## src/rtl/merge_sched_pkg.sv

```systemverilog
// Shared types and helpers for the 5-way merge select scheduler.
package merge_sched_pkg;

  localparam int unsigned DEF_N_IN  = 5;
  localparam int unsigned DEF_SEL_W = 3;

  typedef enum logic [1:0] {
    ST_IDLE  = 2'd0,
    ST_ISSUE = 2'd1,
    ST_WAIT  = 2'd2
  } state_e;

  // Wrap increment over 0..n-1; n need not be a power of two.
  function automatic int unsigned next_idx(input int unsigned idx, input int unsigned n);
    return ((idx + 32'd1) >= n) ? 32'd0 : (idx + 32'd1);
  endfunction

endpackage

```

## src/rtl/merge5_sel_scheduler_rr_pick_n.sv

```systemverilog
// Rotating-priority picker: first set request at or after ptr, wrapping N-1 -> 0.
module rr_pick_n #(
  parameter int unsigned N = 5,
  parameter int unsigned W = 3
) (
  input  logic [N-1:0] req_i,
  input  logic [W-1:0] ptr_i,
  output logic         found_o,
  output logic [W-1:0] idx_o
);

  int unsigned  cand;
  logic [N-1:0] shifted;

  // Scan N candidates starting at ptr; explicit compare handles non-power-of-two N.
  always_comb begin
    found_o = 1'b0;
    idx_o   = '0;
    cand    = 32'd0;
    shifted = '0;
    for (int unsigned i = 0; i < N; i++) begin
      cand = 32'(ptr_i) + i;
      if (cand >= N) cand = cand - N;
      shifted = req_i >> cand;
      if (!found_o && shifted[0]) begin
        found_o = 1'b1;
        idx_o   = W'(cand);
      end
    end
  end

endmodule

```

## src/rtl/merge5_sel_scheduler.sv

```systemverilog
// Round-robin scheduler issuing one select token at a time to the 5-way merge.
module merge5_sel_scheduler
  import merge_sched_pkg::*;
#(
  parameter int unsigned N_IN    = DEF_N_IN,
  parameter int unsigned SEL_W   = DEF_SEL_W,
  parameter int unsigned TIMEOUT = 255
) (
  input  logic             clk,
  input  logic             rst_n,
  input  logic [N_IN-1:0]  req_i,
  output logic [N_IN-1:0]  gnt_o,
  output logic             sel_valid,
  input  logic             sel_ready,
  output logic [SEL_W-1:0] sel_data,
  input  logic             out_done,
  output logic             busy,
  output logic             timeout_err,
  output logic             spurious_err
);

  localparam int unsigned TW = $clog2(TIMEOUT + 1);

  state_e           state_q;
  logic [SEL_W-1:0] ptr_q;
  logic [SEL_W-1:0] idx_q;
  logic [TW-1:0]    timer_q;
  logic             pick_found;
  logic [SEL_W-1:0] pick_idx;

  rr_pick_n #(
    .N (N_IN),
    .W (SEL_W)
  ) u_pick (
    .req_i   (req_i),
    .ptr_i   (ptr_q),
    .found_o (pick_found),
    .idx_o   (pick_idx)
  );

  // Grant FSM; all outputs are registered and follow the state they describe.
  always_ff @(posedge clk or negedge rst_n) begin
    if (!rst_n) begin
      state_q      <= ST_IDLE;
      ptr_q        <= '0;
      idx_q        <= '0;
      timer_q      <= '0;
      gnt_o        <= '0;
      sel_valid    <= 1'b0;
      sel_data     <= '0;
      busy         <= 1'b0;
      timeout_err  <= 1'b0;
      spurious_err <= 1'b0;
    end else begin
      if (out_done && (state_q != ST_WAIT)) spurious_err <= 1'b1;
      unique case (state_q)
        ST_IDLE: begin
          if (pick_found) begin
            idx_q     <= pick_idx;
            sel_data  <= pick_idx;
            sel_valid <= 1'b1;
            busy      <= 1'b1;
            state_q   <= ST_ISSUE;
          end
        end
        ST_ISSUE: begin
          if (sel_ready) begin
            sel_valid <= 1'b0;
            timer_q   <= '0;
            gnt_o     <= N_IN'(1) << idx_q;
            state_q   <= ST_WAIT;
          end
        end
        ST_WAIT: begin
          // Done wins over a coincident expiry.
          if (out_done || (timer_q == TW'(TIMEOUT - 1))) begin
            if (!out_done) timeout_err <= 1'b1;
            gnt_o   <= '0;
            busy    <= 1'b0;
            ptr_q   <= SEL_W'(next_idx(32'(idx_q), N_IN));
            state_q <= ST_IDLE;
          end else if (timer_q != '1) begin
            timer_q <= timer_q + TW'(1);
          end
        end
        default: state_q <= ST_IDLE;
      endcase
    end
  end

endmodule

```

## config.mk

```make
export PLATFORM = sky130hd
export DESIGN_NAME = merge5_sel_scheduler
export DESIGN_NICKNAME = d
export VERILOG_FILES = /design/src/rtl/merge_sched_pkg.sv /design/src/rtl/merge5_sel_scheduler_rr_pick_n.sv /design/src/rtl/merge5_sel_scheduler.sv
export SDC_FILE = /design/constraint.sdc
export NUM_CORES = 1
export LEC_CHECK = 0
export ABC_AREA = 0
export BUFFER_PORTS_ARGS = -buffer_cell sky130_fd_sc_hd__buf_2
export CAP_MARGIN = 20
export CORE_ASPECT_RATIO = 2
export CORE_MARGIN = 2
export CORE_UTILIZATION = 45
export DETAILED_ROUTE_END_ITERATION = 10
export GPL_TIMING_DRIVEN = 0
export PLACE_DENSITY_LB_ADDON = 0.3
export SLEW_MARGIN = 40
export SYNTH_ARGS = -nofsm -noshare
export SYNTH_HDL_FRONTEND = slang
export SYNTH_HIERARCHICAL = 1
export SYNTH_SLANG_ARGS = --single-unit
```

## constraint.sdc

```tcl
create_clock -name clk -period 4.9 [get_ports clk]
set_clock_uncertainty 0.1 [all_clocks]
set_input_delay 0.98 -clock clk [delete_from_list [all_inputs] [get_ports clk]]
set_output_delay 0.98 -clock clk [all_outputs]
set_load 0.05 [all_outputs]
```

==> results.json <==
{
  "status": "finished clean",
  "synth_edf_count": 0,
  "cts-buffers-inserted": 3,
  "cts.sinks": 25,
  "drtPass1Iterations": 4,
  "path_class": "reg -> reg",
  "fin_setup_tns_ns": 0,
  "hold_path_class": "reg -> reg",
  "tightest_slew_ns": 0.616,
  "cts_root_buffer": "clkbuf_16",
  "rsz0062_at_grt": "no",
  "ys_async_sr_fraction_pct": 100,
  "cp_num_buf_inv": 4,
  "finalHoldViolCount": 0,
  "cp_data_arrival_time_ns": 4.15,
  "fin_crit_sh_pct": 84.2,
  "yosysSeqAreaShare_pct": 24.1,
  "setup_viol": 0,
  "drc": 0,
  "synthToLayoutAreaGrowth_pct": 9.69,
  "routed_wl_mm": 7.18,
  "wl_per_cell_um": 18.4,
  "ys_warn_count": 6,
  "r2r_start": "ptr_q[0]",
  "seq_area_sq_um": 626,
  "startpoint": "ptr_q[0]",
  "ys_ff_latch": 25,
  "netlist_instances": 306,
  "dpl.hpwl_mm": 5.59,
  "grt_pass1_vias": 2577,
  "gp_congestion": 0.927,
  "drive_gt1_share_pct": 17.3,
  "syn_area_per_cell_sq_um": 8.48,
  "syn_nets": 339,
  "fillers": 560,
  "post_cts_resized": 0,
  "max_freq_mhz": 242,
  "maxCapViolCount": 0,
  "grt_antenna_before_repair": 0,
  "multi_input_comb_area_sq_mm": 0.00181,
  "cts_setup_buffers": 0,
  "crit_family": "compound AO/OA/AOI/OAI gates",
  "cts_hold_buf": 0,
  "grt_overflow_total": 0,
  "synth_flop_cell": "dfrtp_1",
  "synth_top_area_share_pct": 24.1,
  "htreeDepth": 1,
  "drtIter0Drc": 139,
  "start_kind": "flip-flop",
  "fp.dieArea_sq_mm": 0.00643,
  "rows": 39,
  "crit_chain": "buf_6 > inv_1 > buf_2 > ha_1 > inv_1 > ha_1 > a21oi_2 > mux2i_1 > a21oi_1 > a221oi_2 > nor4_4 > nand3_1 > nand2b_1 > nor2_1 > o21ai_0",
  "min-delay-start": "spurious_err",
  "ys_top_cells_by_area": "dfrtp_1 24%, ha_1 11%, o21ai_0 4.6%",
  "netlist_area_sq_mm": 0.00259,
  "crit_slowest_cell": "a221oi_2",
  "cp-end-kind": "flip-flop",
  "clk_latency_ns": 0.26,
  "required_ns": 4.93,
  "ys_types": 71,
  "nets": 363,
  "grt_usage_pct": 22.9,
  "slew_viol_final": 0,
  "diodes": 0,
  "yosysTopAreaCell": "dfrtp_1",
  "crit_path_max_fanout": 13,
  "core-area_sq_mm": 0.00566,
  "vias_per_cell": 6.54,
  "vias": 2550,
  "port_buffers": 19,
  "relSlewSlack_pct": 58.6,
  "cts_tree": "built",
  "grt_max_degree": 26,
  "clockBufferDepth": 2,
  "grt_pass1_wl_mm": 11.8,
  "io_pins": 21,
  "antenna_left": 0,
  "cts.reportedPaths.clkPinSlew_ns": 0.06,
  "die_h_um": 111,
  "dieWidth_um": 57.7,
  "initial_core_util_pct": 45.8,
  "crit_path_max_incr_delay_ns": 0.58,
  "period_minus_slack_ns": 4.12
}
-- metrics by stage --
| stage | hold slack, ns | setup slack, ns | utilization (%) | cells | cell area, sq um |
|---|---|---|---|---|---|
| floorplan | 0.367 | 1.49 | - | 306 | 2590 |
| detailed placement | 0.348 | 0.829 | 48.9 | 386 | 2770 |
| CTS | 0.363 | 0.811 | 50.3 | 390 | 2850 |
| finish | 0.358 | 0.775 | 50.3 | 390 | 2850 |
| global route | 0.377 | 0.498 | 50.3 | 390 | 2850 |
| global placement | 0.335 | 0.875 | 48.9 | 386 | 2770 |
-- flip-flops by register name, summed over array words and instances (netlist names) --
name and flops:
busy 1, sel_valid 1, spurious_err 1, gnt_o 5
state_q 2, timeout_err 1, ptr_q 3, timer_q 8
idx_q 3
-- path summary, 6_finish.rpt --
| path | slack [ns] | endpoint | cells after the start |
|---|---|---|---|
| max | 0.78 | idx_q[0] | 15 |
| min | 0.36 | spurious_err | 1 |
| max reg2reg | 0.78 | idx_q[0] | 15 |
| min reg2reg | 0.36 | spurious_err | 1 |
| max in group asynchronous | 3.71 | state_q[0] | 1 |
| min in group asynchronous | 0.61 | timer_q[1] | 1 |
-- Yosys cell counts (2+ instances only) --
library cell,number
a211o_1,2
a211oi_1,2
a21boi_0,2
a21o_1,2
a21oi_1,20
a221o_1,2
a221oi_2,2
a22o_1,5
a22oi_1,2
a311oi_1,3
a31o_2,2
a31oi_1,3
a32oi_1,2
a41oi_1,2
and3_1,2
buf_2,7
buf_6,3
dfrtp_1,25
ha_1,23
inv_1,19
mux2_2,3
mux2i_1,10
nand2_1,23
nand2b_1,7
nand3_1,17
nand4_1,4
nor2_1,17
nor2b_1,3
nor3_1,11
o2111ai_1,2
o211a_1,2
o211ai_1,3
o21a_1,3
o21ai_0,24
o31a_1,2
o31ai_1,2
o32a_1,2
o41ai_1,2
or2_2,2
or2b_1,2
or3_1,5
-- layout make-up --
| cell class | count | area share (%) |
|---|---|---|
| multi-input cells | 249 | 63.7 |
| repair buffers | 19 | 3.34 |
| well taps | 61 | 2.68 |
| flip-flops and latches | 25 | 22.0 |
| plain buffers | 13 | 2.99 |
| clock buffers | 3 | 2.64 |
| clock inverters | 1 | 0.176 |
| inverters | 19 | 2.51 |
-- cells by family (layout without fill, tap and decap cells) --
group                      Yosys count  after routing  synth area share [%]
DFF                                 25             25                  24.1
and+or+nand+nor                    103            103                  21.6
muxes                               13             13                  5.16
AOI/OAI and AO/OA                  109            109                  31.2
adders and majority gates           24             24                  11.9
buffers and inverters               32             55                  6.03
-- layer usage --
metal  wire length [um]  part of all wire, %  vias to the layer above  track usage, %
li1                   -                    -                     1208               -
met1               2590                   36                     1225            23.4
met2               3920                   55                       85            41.7
met3                239                  3.3                       32            2.32
met4                430                  6.0                        0            15.2
met5                  0                    0                        -               0
-- cell usage in the layout, fill, tap and decap left out, types with 4 or more instances in the layout --
master / count
a21oi_1: 20
o21ai_0: 24
nand3_1: 17
nand2b_1: 7
mux2i_1: 10
nor2_1: 17
nand2_1: 23
nor3_1: 11
a22o_1: 5
dfrtp_1: 25
inv_1: 19
nand4_1: 4
ha_1: 23
buf_2: 26
or3_1: 5
-- worst reg2reg max path, stage by stage, from the launching register on --
cell	delay [ns]
dfrtp_1	0.51
buf_6	0.21
inv_1	0.09
buf_2	0.29
ha_1	0.23
inv_1	0.05
ha_1	0.23
a21oi_2	0.24
mux2i_1	0.48
a21oi_1	0.10
a221oi_2	0.58
nor4_4	0.15
nand3_1	0.17
nand2b_1	0.09
nor2_1	0.34
o21ai_0	0.13
Power is not shown: default switching activity piles up to over one toggle a cycle in this logic, so the estimate is an artifact.
